--- src/rtl/id_stage_reg.sv ---
// ============================================================================
// Module   : id_stage_reg
// Purpose  : IF->ID pipeline register with a 2-entry skid buffer. The main
//            opcode is decoded on the way in, so imm_src, uses_imm and illegal
//            are registered alongside each held entry.
// Revision : 1.0 - initial release
// ============================================================================
`default_nettype none

module id_stage_reg #(
  parameter int unsigned      XLEN      = 32,
  parameter logic [XLEN-1:0]  RESET_PC  = '0,
  parameter logic [31:0]      NOP_INSTR = 32'h0000_0013
) (
  input  logic            clk,
  input  logic            rst_n,
  // fetch side
  input  logic            if_valid,
  output logic            if_ready,
  input  logic [XLEN-1:0] if_pc,
  input  logic [31:0]     if_instr,
  // redirect
  input  logic            flush,
  // decode side
  output logic            id_valid,
  input  logic            id_ready,
  output logic [XLEN-1:0] id_pc,
  output logic [XLEN-1:0] id_pc4,
  output logic [31:0]     id_instr,
  output logic [2:0]      id_imm_src,
  output logic            id_uses_imm,
  output logic            id_illegal
);

  // Occupancy states: nothing held, main only, main plus skid.
  localparam logic [1:0] S_EMPTY = 2'd0;
  localparam logic [1:0] S_ONE   = 2'd1;
  localparam logic [1:0] S_TWO   = 2'd2;

  // Immediate format selects understood by the extender.
  localparam logic [2:0] IMM_I = 3'b000;
  localparam logic [2:0] IMM_S = 3'b001;
  localparam logic [2:0] IMM_B = 3'b010;
  localparam logic [2:0] IMM_J = 3'b011;
  localparam logic [2:0] IMM_U = 3'b100;

  // Main opcodes recognised by the decoder.
  localparam logic [6:0] OP_LOAD   = 7'b0000011;
  localparam logic [6:0] OP_IMM    = 7'b0010011;
  localparam logic [6:0] OP_JALR   = 7'b1100111;
  localparam logic [6:0] OP_STORE  = 7'b0100011;
  localparam logic [6:0] OP_BRANCH = 7'b1100011;
  localparam logic [6:0] OP_JAL    = 7'b1101111;
  localparam logic [6:0] OP_LUI    = 7'b0110111;
  localparam logic [6:0] OP_AUIPC  = 7'b0010111;
  localparam logic [6:0] OP_REG    = 7'b0110011;

  // One held instruction together with everything decoded from it.
  typedef struct packed {
    logic [XLEN-1:0] pc;
    logic [XLEN-1:0] pc4;
    logic [31:0]     instr;
    logic [2:0]      imm_src;
    logic            uses_imm;
    logic            illegal;
  } entry_t;

  // Build a complete entry from a pc/instruction pair. pc4 is computed here
  // so the adder sits on the capture side, and wraps naturally at 2^XLEN.
  function automatic entry_t make_entry(input logic [XLEN-1:0] pc,
                                        input logic [31:0]     instr);
    entry_t e;
    e.pc       = pc;
    e.pc4      = pc + XLEN'(4);
    e.instr    = instr;
    e.imm_src  = IMM_I;
    e.uses_imm = 1'b0;
    e.illegal  = 1'b0;
    if (instr[1:0] != 2'b11) begin
      // Compressed or malformed encodings are not supported.
      e.illegal = 1'b1;
    end else begin
      case (instr[6:0])
        OP_LOAD, OP_IMM, OP_JALR: begin
          e.imm_src  = IMM_I;
          e.uses_imm = 1'b1;
        end
        OP_STORE: begin
          e.imm_src  = IMM_S;
          e.uses_imm = 1'b1;
        end
        OP_BRANCH: begin
          e.imm_src  = IMM_B;
          e.uses_imm = 1'b1;
        end
        OP_JAL: begin
          e.imm_src  = IMM_J;
          e.uses_imm = 1'b1;
        end
        OP_LUI, OP_AUIPC: begin
          e.imm_src  = IMM_U;
          e.uses_imm = 1'b1;
        end
        OP_REG: begin
          e.imm_src  = IMM_I;
          e.uses_imm = 1'b0;
        end
        default: begin
          e.illegal = 1'b1;
        end
      endcase
    end
    return e;
  endfunction

  logic [1:0] state_q;
  logic [1:0] state_d;
  entry_t     main_q;
  entry_t     main_d;
  entry_t     skid_q;
  entry_t     skid_d;
  entry_t     in_entry;
  logic       xfer_in;
  logic       xfer_out;

  // Decode the offered instruction before it is captured.
  assign in_entry = make_entry(if_pc, if_instr);

  // Handshakes; both readies/valids come straight from the state flops.
  assign xfer_in  = if_valid & if_ready;
  assign xfer_out = id_valid & id_ready;

  // State register: occupancy of main/skid.
  always_ff @(posedge clk or negedge rst_n) begin
    if (!rst_n) begin
      state_q <= S_EMPTY;
    end else begin
      state_q <= state_d;
    end
  end

  // Next-state logic: flush empties the stage regardless of handshakes.
  always_comb begin
    state_d = state_q;
    if (flush) begin
      state_d = S_EMPTY;
    end else begin
      case (state_q)
        S_EMPTY: begin
          if (xfer_in) state_d = S_ONE;
        end
        S_ONE: begin
          if (xfer_in && !xfer_out) begin
            state_d = S_TWO;
          end else if (!xfer_in && xfer_out) begin
            state_d = S_EMPTY;
          end
        end
        S_TWO: begin
          if (xfer_out) state_d = S_ONE;
        end
        default: begin
          state_d = S_EMPTY;
        end
      endcase
    end
  end

  // Output logic: decoded purely from the state register.
  always_comb begin
    id_valid = (state_q != S_EMPTY);
    if_ready = (state_q != S_TWO);
  end

  // Entry movement: main takes the new input or the skid; skid only fills
  // when main is stalled. On flush main shows a NOP so decode sees a bubble.
  always_comb begin
    main_d = main_q;
    skid_d = skid_q;
    if (flush) begin
      main_d = make_entry(main_q.pc, NOP_INSTR);
    end else begin
      case (state_q)
        S_EMPTY: begin
          if (xfer_in) main_d = in_entry;
        end
        S_ONE: begin
          if (xfer_in && xfer_out) begin
            main_d = in_entry;
          end else if (xfer_in) begin
            skid_d = in_entry;
          end
        end
        S_TWO: begin
          if (xfer_out) main_d = skid_q;
        end
        default: begin
          main_d = main_q;
        end
      endcase
    end
  end

  // Entry registers: reset to a NOP at RESET_PC.
  always_ff @(posedge clk or negedge rst_n) begin
    if (!rst_n) begin
      main_q <= make_entry(RESET_PC, NOP_INSTR);
      skid_q <= make_entry(RESET_PC, NOP_INSTR);
    end else begin
      main_q <= main_d;
      skid_q <= skid_d;
    end
  end

  // Decode-side outputs come directly from the main entry.
  assign id_pc       = main_q.pc;
  assign id_pc4      = main_q.pc4;
  assign id_instr    = main_q.instr;
  assign id_imm_src  = main_q.imm_src;
  assign id_uses_imm = main_q.uses_imm;
  assign id_illegal  = main_q.illegal;

endmodule

`default_nettype wire

--- config.mk ---
export PLATFORM = sky130hd
export DESIGN_NAME = id_stage_reg
export DESIGN_NICKNAME = d
export VERILOG_FILES = /design/src/rtl/id_stage_reg.sv
export SDC_FILE = /design/constraint.sdc
export NUM_CORES = 1
export LEC_CHECK = 0
export ABC_AREA = 1
export CORE_AREA = 2 2 138 140
export CTS_BUF_LIST = sky130_fd_sc_hd__clkbuf_8 sky130_fd_sc_hd__clkbuf_16
export CTS_CLUSTER_DIAMETER = 150
export CTS_CLUSTER_SIZE = 25
export DETAILED_ROUTE_END_ITERATION = 6
export DIE_AREA = 0 0 140 142
export GPL_TIMING_DRIVEN = 0
export PLACE_DENSITY = 0.85
export SYNTH_ARGS = -nofsm -noshare
export SYNTH_HDL_FRONTEND = slang
export SYNTH_SLANG_ARGS = --single-unit
--- constraint.sdc ---
create_clock -name clk -period 4.8 [get_ports clk]
set_input_delay 0.72 -clock clk [delete_from_list [all_inputs] [get_ports clk]]
set_output_delay 0.72 -clock clk [all_outputs]
set_load 0.02 [all_outputs]
==> results.toml <==
[cts]
clk_latency_ps = 510
cts_tree = "built"
cts_root_buf = "clkbuf_16"
cts_setup_buffers = 0
cts_max_path_buffers = 3
cts_inserted_buffers = 12
ctsResizeCount = 0
clock-sinks = 202
htree_num_levels = 1
clkSlewWorstSetupHoldPaths_ps = 110
cts_hold_buf = 0

[timing]
rsz0062_at_grt = "false"
worst_pin_slew_ps = 852
hold_slack_ps = 220
min_period_over_period_pct = 69.6
finalSetupViolCount = 0
hold_viol_final = 0
period_needed_ps = 3340
fmax_mhz = 299
max_slew_margin_pct = 43.2
drv_slew = 0
finalClockSkew_ps = 34.2

[flow_run]
cap_violations = 0

[drt]
wl_um = 36300
drtAntennaViolNets = 0
drt-initial-drc-count = 1102
dr_total_vias = 10600
viasPerCell = 5.65
drc = 15
drtPass1Iterations = 7
route.detailed.wl_per_inst_um = 19.4

[placement]
gp_congestion = 1.04
dpl_cell_area_um2 = 12600
hpwl_um = 27200
port_buffers = 170

[power]
p_sw_share_pct = 39.1
powerDensity_nw_per_um2 = 475
irDropWorstVdd_mv = 0.325
p_sw_mw = 2.40
power.share.clock_pct = 18.0
combPwrFrac_pct = 36.6
p_int_mw = 3.73
power.leakage_nw = 6.14
p_total_mw = 6.14
power_frac_seq_pct = 45.4

[yosys]
synth_top_area_cell = "dfrtp_1"
synth_top_area_share_pct = 45.6
netlist_area_um2 = 10500
ys_warn_count = 0
syn-num-nets = 1516
netlist_instances = 1445
yosys-top-cells-area = "dfrtp_1, nand2_1, o21ai_0, nor2_1, inv_1"
ys_seq_area_share_pct = 48.1
yosysUniqueCellTypes = 32
synth.avg_cell_area_um2 = 7.29
synth-seq-cells = 202

[cells_and_area]
design_area_um2 = 12900
nNetsFinal = 1701
final_layout_size_suffix_gt1_share_pct = 5.02
area_growth_syn_to_layout_pct = 22.7
diodes = 0

[worst_setup_path]
critPathLaunchType = "flop"
path_common_cell = "buf_2"
cpMaxStageDelayCell = "clkdlybuf4s50_1"
crit_type = "flop to output pin"
end_kind = "output pin"
crit_arrival_ps = 2620
reg2reg_setup_slack_ps = 2440
crit_fanout = 10
rr_startpoint = "state_q[1]"
cp.required_ps = 4080
worstPathCellList = "inv_1 -> nand2_1 -> buf_2 -> buf_2 -> buf_2 -> clkdlybuf4s50_1"
cp_num_buf_inv = 5
crit_family = "buffers and inverters"
reg2reg_to = "id_pc4[11]"
rr_worst_depth = 8
slowest_delay_ps = 690

[grt]
grt_usage_pct = 36.9
grt_pass1_vias = 10200
antenna_found_initial = 1
grt_pass1_wl_um = 56400
grt-ovfl-total = 0
grt_max_degree = 121

[floorplan]
start_util_pct = 57.1
rows = 50
die_w_um = 140
die_y_um = 142
num_io_pins = 172
core_um2 = 18500
die_area_um2 = 19900

[hold_path]
hold_path_class = "input port to asynchronous set/reset pin"

[status]
status = "finished, violations left"
violations = "design-rule violations"
## stage by stage
stage / worst slack, ps / util [%] / std cells / setup TNS (ps)
final: 1460 / 70.0 / 1868 / 0
after global routing: 1340 / 70.0 / 1868 / 0
after CTS: 1490 / 70.0 / 1868 / 0
after detailed placement: 1670 / 68.1 / 1850 / 0
after global placement: -5510 / 67.9 / 1849 / -1080740
after floorplan: 2920 / - / 1445 / 0
## state kept, by name, summed over array words and instances (netlist names)
name and count:
skid_q 99, id_instr 32, id_pc4 32, id_pc 32, id_imm_src 3, state_q 2
id_illegal 1, id_uses_imm 1
## worst max path at each step
stage                     slack (ps)            to  cells after the start        from
after detailed placement        1670    id_pc4[22]                     13    if_pc[2]
after global routing            1340      if_ready                      6  state_q[0]
after floorplan                 2920    id_pc4[22]                     12    if_pc[2]
after global placement         -5510  id_instr[13]                      1       rst_n
final                           1460      if_ready                      6  state_q[0]
after CTS                       1490      if_ready                      6  state_q[0]
## area by class of cell
cell class	instances	area, µm²
fillers	1576	5530
plain buffers	70	343
well taps	234	293
clock buffers	12	300
repair buffers	171	1730
clock inverters	6	61.3
flip-flops and latches	202	5070
multi-input cells	1052	4670
inverters	121	454
## cells in the final DEF, fill, tap and decap left out, types with 2 or more instances in the layout
| master | synthesis | final |
|---|---|---|
| nor2_1 | 145 | 145 |
| dfstp_2 | 10 | 10 |
| inv_1 | 117 | 121 |
| buf_4 | 4 | 4 |
| inv_2 | 3 | 3 |
| o211ai_1 | 32 | 32 |
| ha_1 | 2 | 2 |
| a31oi_2 | 5 | 5 |
| nand4_1 | 3 | 3 |
| buf_6 | 2 | 2 |
| buf_2 | 31 | 31 |
| a21oi_1 | 18 | 18 |
| o21ai_1 | 9 | 9 |
| o22ai_1 | 2 | 2 |
| nand2_2 | 3 | 3 |
| clkbuf_1 | 31 | 31 |
| o21ai_0 | 188 | 188 |
| o31ai_1 | 3 | 3 |
| xor2_1 | 14 | 14 |
| dfrtp_1 | 192 | 192 |
| nand2_1 | 530 | 530 |
| or2_2 | 4 | 4 |
| o21bai_1 | 2 | 2 |
| buf_8 | 1 | 2 |
| clkdlybuf4s50_1 | 0 | 169 |
| nand3_1 | 70 | 70 |
| clkbuf_16 | 0 | 12 |
| a31oi_1 | 18 | 18 |
## routing by layer
| metal | up-vias | part of all wire [%] | GRT usage [%] |
|---|---|---|---|
| met3 | 85 | 8.5 | 4.88 |
| met5 | - | 0.036 | 0 |
| li1 | 4985 | - | - |
| met2 | 523 | 47 | 63.1 |
| met1 | 4966 | 40 | 48.5 |
| met4 | 2 | 4.2 | 13.9 |
## synthesized netlist by cell type, drive strengths merged
master and count:
a21oi 18, o211ai 32, o21ai 197, clkbuf 31, o21bai 2, buf 39, o31ai 3, o22ai 2
a31oi 23, ha 2, or2 5, clkinv 1, nor2 146, nand2 533, nor3 2, nand4 3
xor2 14, nand3 70, dfrtp 192, dfstp 10, inv 120
## cell families after synthesis
kind of cell / synth area share (%)
simple gates: 28.3
compound gates: 14.6
flops: 48.1
buf+inv: 7.56
xor+xnor: 1.16
fa+ha+maj: 0.237
## power by group through the flow
stage / Sequential [mW] / Clock, mW / Combinational [mW]
2_1_floorplan: 2.99 / 0 / 0.969
3_3_place_gp: 2.78 / 0 / 2.16
3_5_place_dp: 2.80 / 0 / 2.22
4_1_cts: 2.77 / 1.10 / 2.23
5_1_grt: 2.86 / 1.15 / 2.47
6_report: 2.79 / 1.10 / 2.24
Note: power is estimated with default switching activity, not from simulation.
